File: config.mk
export PLATFORM = sky130hd
export DESIGN_NAME = tlb_ctrl
export DESIGN_NICKNAME = d
export VERILOG_FILES = /design/src/rtl/tlb_pkg.sv /design/src/rtl/tlb_victim_sel.sv /design/src/rtl/tlb_ctrl.sv
export SDC_FILE = /design/constraint.sdc
export NUM_CORES = 1
export LEC_CHECK = 0
export CAP_MARGIN = 20
export CORE_MARGIN = 8
export CORE_UTILIZATION = 48
export DETAILED_ROUTE_END_ITERATION = 6
export GPL_TIMING_DRIVEN = 0
export PLACE_DENSITY = 0.87
export SLEW_MARGIN = 20
export SYNTH_ARGS = -nofsm -noshare
export SYNTH_HDL_FRONTEND = slang
export SYNTH_SLANG_ARGS = --single-unit
File: constraint.sdc
create_clock -name clk -period 5.6 [get_ports clk]
set_input_delay 0.56 -clock clk [delete_from_list [all_inputs] [get_ports clk]]
set_output_delay 0.56 -clock clk [all_outputs]
set_load 0.005 [all_outputs]
File: src/rtl/tlb_pkg.sv
// Shared types and field layout for the TLB maintenance sequencer.
// Entry layout is {valid, pid[11:0] | vpn[19:0], ppn[5:0]}.
package tlb_pkg;

   localparam int ENTRIES = 8;
   localparam int IDX_W   = 3;
   localparam int KEY_W   = 32;
   localparam int VAL_W   = 6;
   localparam int ENTRY_W = 1 + KEY_W + VAL_W;

   localparam int VALID_BIT = 38;
   localparam int KEY_HI    = 37;
   localparam int KEY_LO    = 6;
   localparam int VAL_HI    = 5;
   localparam int VAL_LO    = 0;
   localparam int PID_HI    = 31;
   localparam int PID_LO    = 20;

   typedef enum logic [2:0] {
      OP_PROBE     = 3'd0,
      OP_WRITE     = 3'd1,
      OP_CLEAR_ALL = 3'd2,
      OP_FLUSH_PID = 3'd3,
      OP_FLUSH_KEY = 3'd4
   } tlb_op_e;

   typedef enum logic [2:0] {
      S_IDLE,
      S_SCAN,
      S_COMMIT,
      S_CLR,
      S_RESP
   } tlb_state_e;

   function automatic logic op_legal(logic [2:0] op);
      return op <= 3'd4;
   endfunction

endpackage

File: src/rtl/tlb_victim_sel.sv
// Picks the insert slot for a missing WRITE: lowest invalid entry
// seen during the scan, else the round-robin eviction pointer.
module tlb_victim_sel
   import tlb_pkg::*;
(
   input  logic             clk,
   input  logic             rst_n,
   input  logic             clk_en,
   input  logic             scan_start,
   input  logic [IDX_W-1:0] scan_idx,
   input  logic             entry_valid,
   input  logic             commit,
   output logic [IDX_W-1:0] target
);

   logic [IDX_W-1:0] evict_ptr;
   logic [IDX_W-1:0] first_inv;
   logic             found;

   always_ff @(posedge clk or negedge rst_n) begin
      if (!rst_n) begin
         evict_ptr <= '0;
         first_inv <= '0;
         found     <= 1'b0;
      end else if (clk_en) begin
         if (scan_start) begin
            found <= 1'b0;
         end else if (!entry_valid && !found) begin
            found     <= 1'b1;
            first_inv <= scan_idx;
         end
         // pointer only moves when a valid entry is actually evicted
         if (commit && !found)
            evict_ptr <= evict_ptr + 1'b1;
      end
   end

   assign target = found ? first_inv : evict_ptr;

endmodule

File: src/rtl/tlb_ctrl.sv
// TLB maintenance sequencer: probe, insert, clear and flush ops
// scanned through one indexed read/write port.
module tlb_ctrl
   import tlb_pkg::*;
(
   input  logic               clk,
   input  logic               rst_n,
   input  logic               clk_en,
   input  logic               req_valid,
   output logic               req_ready,
   input  logic [2:0]         req_op,
   input  logic [KEY_W-1:0]   req_key,
   input  logic [VAL_W-1:0]   req_value,
   output logic               resp_valid,
   output logic               resp_hit,
   output logic               resp_err,
   output logic [IDX_W-1:0]   resp_index,
   output logic [VAL_W-1:0]   resp_value,
   output logic               busy,
   output logic [IDX_W-1:0]   tlb_idx,
   input  logic [ENTRY_W-1:0] tlb_rd_entry,
   output logic               tlb_we,
   output logic [ENTRY_W-1:0] tlb_wdata,
   output logic               tlb_clear
);

   tlb_state_e       state_q, state_d;
   logic [2:0]       op_q;
   logic [KEY_W-1:0] key_q;
   logic [VAL_W-1:0] val_q;
   logic [IDX_W-1:0] scan_q, scan_d;
   logic [IDX_W-1:0] idx_q, idx_d;
   logic [VAL_W-1:0] rv_q, rv_d;
   logic             hit_q, hit_d;
   logic             err_q, err_d;

   logic             accept;
   logic             ent_valid;
   logic             key_match;
   logic             pid_match;
   logic             match;
   logic             last;
   logic             commit;
   logic             vs_valid;
   logic [IDX_W-1:0] target;

   assign accept    = (state_q == S_IDLE) && req_valid;
   assign ent_valid = tlb_rd_entry[VALID_BIT];
   assign key_match = ent_valid &&
      (tlb_rd_entry[KEY_HI:KEY_LO] == key_q);
   assign pid_match = ent_valid &&
      (tlb_rd_entry[KEY_LO+PID_HI:KEY_LO+PID_LO] ==
       key_q[PID_HI:PID_LO]);
   assign match  = (state_q == S_SCAN) &&
      ((op_q == OP_FLUSH_PID) ? pid_match : key_match);
   assign last   = scan_q == IDX_W'(ENTRIES - 1);
   assign commit = state_q == S_COMMIT;
   // outside SCAN nothing should look like a free slot
   assign vs_valid = (state_q != S_SCAN) || ent_valid;

   tlb_victim_sel u_victim (
      .clk         (clk),
      .rst_n       (rst_n),
      .clk_en      (clk_en),
      .scan_start  (accept),
      .scan_idx    (scan_q),
      .entry_valid (vs_valid),
      .commit      (commit),
      .target      (target)
   );

   always_ff @(posedge clk or negedge rst_n) begin
      if (!rst_n) begin
         state_q <= S_IDLE;
         op_q    <= '0;
         key_q   <= '0;
         val_q   <= '0;
         scan_q  <= '0;
         idx_q   <= '0;
         rv_q    <= '0;
         hit_q   <= 1'b0;
         err_q   <= 1'b0;
      end else if (clk_en) begin
         state_q <= state_d;
         scan_q  <= scan_d;
         idx_q   <= idx_d;
         rv_q    <= rv_d;
         hit_q   <= hit_d;
         err_q   <= err_d;
         if (accept) begin
            op_q  <= req_op;
            key_q <= req_key;
            val_q <= req_value;
         end
      end
   end

   always_comb begin
      state_d   = state_q;
      scan_d    = scan_q;
      idx_d     = idx_q;
      rv_d      = rv_q;
      hit_d     = hit_q;
      err_d     = err_q;
      tlb_idx   = '0;
      tlb_we    = 1'b0;
      tlb_wdata = '0;
      tlb_clear = 1'b0;
      unique case (state_q)
         S_IDLE: begin
            if (req_valid) begin
               scan_d = '0;
               idx_d  = '0;
               rv_d   = '0;
               hit_d  = 1'b0;
               err_d  = !op_legal(req_op);
               unique case (1'b1)
                  !op_legal(req_op):        state_d = S_RESP;
                  req_op == OP_CLEAR_ALL:   state_d = S_CLR;
                  default:                  state_d = S_SCAN;
               endcase
            end
         end
         S_SCAN: begin
            tlb_idx = scan_q;
            scan_d  = scan_q + 1'b1;
            if (match) begin
               hit_d = 1'b1;
               idx_d = scan_q;
               unique case (1'b1)
                  op_q == OP_WRITE: begin
                     tlb_we    = 1'b1;
                     tlb_wdata = {1'b1, key_q, val_q};
                  end
                  op_q == OP_PROBE: begin
                     rv_d = tlb_rd_entry[VAL_HI:VAL_LO];
                  end
                  default: begin
                     tlb_we    = 1'b1;
                     tlb_wdata = {1'b0, tlb_rd_entry[KEY_HI:0]};
                  end
               endcase
            end
            if (match && op_q != OP_FLUSH_PID)
               state_d = S_RESP;
            else if (last)
               state_d = (op_q == OP_WRITE) ? S_COMMIT : S_RESP;
         end
         S_COMMIT: begin
            tlb_idx   = target;
            tlb_we    = 1'b1;
            tlb_wdata = {1'b1, key_q, val_q};
            idx_d     = target;
            state_d   = S_RESP;
         end
         S_CLR: begin
            tlb_clear = 1'b1;
            state_d   = S_RESP;
         end
         S_RESP:  state_d = S_IDLE;
         default: state_d = S_IDLE;
      endcase
   end

   assign req_ready  = state_q == S_IDLE;
   assign busy       = state_q != S_IDLE;
   assign resp_valid = state_q == S_RESP;
   assign resp_hit   = resp_valid && hit_q;
   assign resp_err   = resp_valid && err_q;
   assign resp_index = resp_valid ? idx_q : '0;
   assign resp_value = resp_valid ? rv_q : '0;

endmodule

==> metrics.cfg <==
[status]
status = complete, no violations

[global_route]
grt_pass1_vias = 4044
globalRouteMet1Util_pct = 24.54
grt_max_degree = 38
antenna_found_initial = 0
gr-usage-met2_pct = 37.40
grtUsageMet3_pct = 7.559
grt_overflow = 0
track_usage_pct = 22.63
busiest_layer = met2
grt_pass1_wl_um = 19890

[place]
dp.cells = 657
gp_congestion = 0.8558
numPortBuffers = 140
place_hpwl_um = 9526

[cts]
post_cts_buffers = 0
numCtsBuffers = 9
cts_hold_buf = 0
cts.sinks = 65
cts.htree.levels = 3
clk_pin_slew_ns = 0.07
cts_root_buffer = clkbuf_8
cts_buffer_depth = 2
clock_latency_ns = 0.34
cts_tree = built
cts.repair.resized = 0

[yosys]
seq_area_frac_synth_pct = 43.96
synth_nets = 501
synth_warnings = 0
synthArstFlopShare_pct = 100.0
synth.distinct_cells = 39
synth_seq_cells = 65
yosysTopAreaCell = dfrtp_1
synth_area_um2 = 3700
synth-edff-count = 0
synthTopCellsByArea = dfrtp_1, nand2_1, a32o_1
synthCells = 414
synth_ff_type = dfrtp_1
yosysTopAreaCellShare_pct = 43.96
avgSynthCellArea_um2 = 8.937

[sta]
fin_crit_ns = 4.180
fmax_mhz = 239.2
slew_headroom_pct = 64.20
setup_tns_ns = 0
slew_viol_final = 0
hold_viol_final = 0
skew_ns = 0.006238
finalSetupViolations = 0
grt_setup_unrepaired = false
worstMarginPinSlew_ns = 0.5370
timing.final.crit_share_pct = 74.64
hold_slack_ns = 0.1411

[layout]
final_cells = 672
antennaDiodeCount = 0
drive_above_1_share_pct = 6.140
fin_util_pct = 71.53
nets = 653
area_growth_syn_to_layout_pct = 47.07
fill_cells = 602

[pwr]
power_density_nw_per_um2 = 408.6
peakVddDrop_uv = 240.7
p_leak_nw = 2.401
finalPower_mw = 2.224

[drt]
drt_drc_violations_left = 0
vias = 3758
wl_per_cell_um = 18.37
vias_per_cell = 5.592
ant_nets = 0
routed_wl_um = 12350
firstDrtPassIters = 5
drt_first_iter_violations = 202

[job]
max_cap_violations = 0

[floorplan]
num_rows = 32
die_area_um2 = 10770
die_x_um = 103.8
ios = 142
die_h_um = 103.8
initial_core_util_pct = 48.63
coreArea_um2 = 7607

[worst_setup_path]
slowest_delay_ns = 0.54
endpoint_kind = primary output
cp_max_fo = 10
worst-path-buf-inv = 5
startpoint_type = primary input
path_delay_family = buffers and inverters
cp_cell_sequence = clkdlybuf4s50_1, xnor2_1, nand4_1, or4_4, buf_6, o41ai_2, buf_4, buf_4, a32o_1, clkdlybuf4s50_1
cp_data_arrival_time_ns = 3.62
critPathSlowestCell = clkdlybuf4s50_1
cp.required_ns = 5.04
critPathKind = in -> out

[min_path]
hp-class = in -> async

worst reg2reg max path: cells and delay by family (launching register included):
kind / cells / cell delay [ns]
compound gates: 1 / 0.25
buf+inv: 2 / 0.31
xor+xnor: 1 / 0.20
flops: 1 / 0.42
simple gates: 3 / 1.18
flip-flops by register name, indices dropped and copies added (netlist names):
| signal | flops |
|---|---|
| state_q | 3 |
| u_victim.found | 1 |
| hit_q | 1 |
| u_victim.first_inv | 3 |
| scan_q | 3 |
| op_q | 3 |
| val_q | 6 |
| rv_q | 6 |
| u_victim.evict_ptr | 3 |
| err_q | 1 |
| key_q | 32 |
| idx_q | 3 |
cell usage after synthesis, types with 6 or more instances:
library cell / instances
xnor2_1: 13
dfrtp_1: 65
and2_1: 12
mux2i_1: 8
nor4_1: 6
xor2_1: 21
nor2_1: 10
nand2_1: 150
a32o_1: 41
o21ai_0: 10
clkbuf_1: 22
mux2_2: 7
routing by layer:
layer  routed length [um]  part of all wire [%]
met5                    0                     0
met2                 6020                    49
met4                  555                   4.5
met3                 1018                   8.2
met1                 4751                    38
logic make-up (layout without fill, tap and decap cells):
family                   count (synthesis)  count (layout)  share of synthesized area [%]
AO/OA/AOI/OAI                           63              63                          15.32
XOR/XNOR                                34              34                          8.049
adder cells (fa/ha/maj)                  3               3                          1.015
buffers and inverters                   36             192                          4.430
flip-flops                              65              65                          43.96
multiplexers                            15              15                          4.295
AND/OR/NAND/NOR                        198             198                          22.93
worst paths after layout:
kind	start	endpoint	slack, ns	cells after the start
setup / recovery	tlb_rd_entry[36]	tlb_wdata[30]	1.42	10
hold / removal	rst_n	rv_q[0]	0.14	1
setup reg to reg	key_q[29]	rv_q[5]	3.14	7
hold reg to reg	err_q	err_q	0.48	2
max in group asynchronous	rst_n	key_q[28]	4.92	2
min in group clk	err_q	err_q	0.48	2
stage by stage:
step	cell area [um^2]	setup slack, ns
floorplan	3700	2.738
global placement	5229	1.489
detailed placement	5246	1.454
CTS	5441	1.432
global route	5441	1.236
finish	5441	1.420
where the power goes:
part | switching (mW) | leakage (nW) | total (mW) | internal (mW)
Clock | 0.182 | 0.102 | 0.408 | 0.226
Sequential | 0.157 | 0.835 | 0.807 | 0.650
Combinational | 0.491 | 1.46 | 1.01 | 0.518
final cells by class:
cell class	count	area [um^2]	share of cell area (%)
plain buffers	31	145.1	2.667
clock buffers	12	155.1	2.851
clock inverters	3	40.04	0.7358
inverters	5	18.77	0.3449
multi-input cells	313	1909	35.09
flip-flops and latches	65	1627	29.89
well taps	102	127.6	2.345
repair buffers	141	1419	26.07
layout by cell type (no fill, tap or decap), drive strengths merged, types with 3 or more instances in the layout:
master / n
nand2: 150
clkdlybuf4s50: 139
dfrtp: 65
a32o: 41
clkbuf: 35
xor2: 21
xnor2: 13
and2: 12
nor2: 10
o21ai: 10
buf: 10
mux2i: 8
mux2: 7
nor4: 6
inv: 5
nor3: 4
nand3: 3
ha: 3
Power figures use the tool's default switching activity.
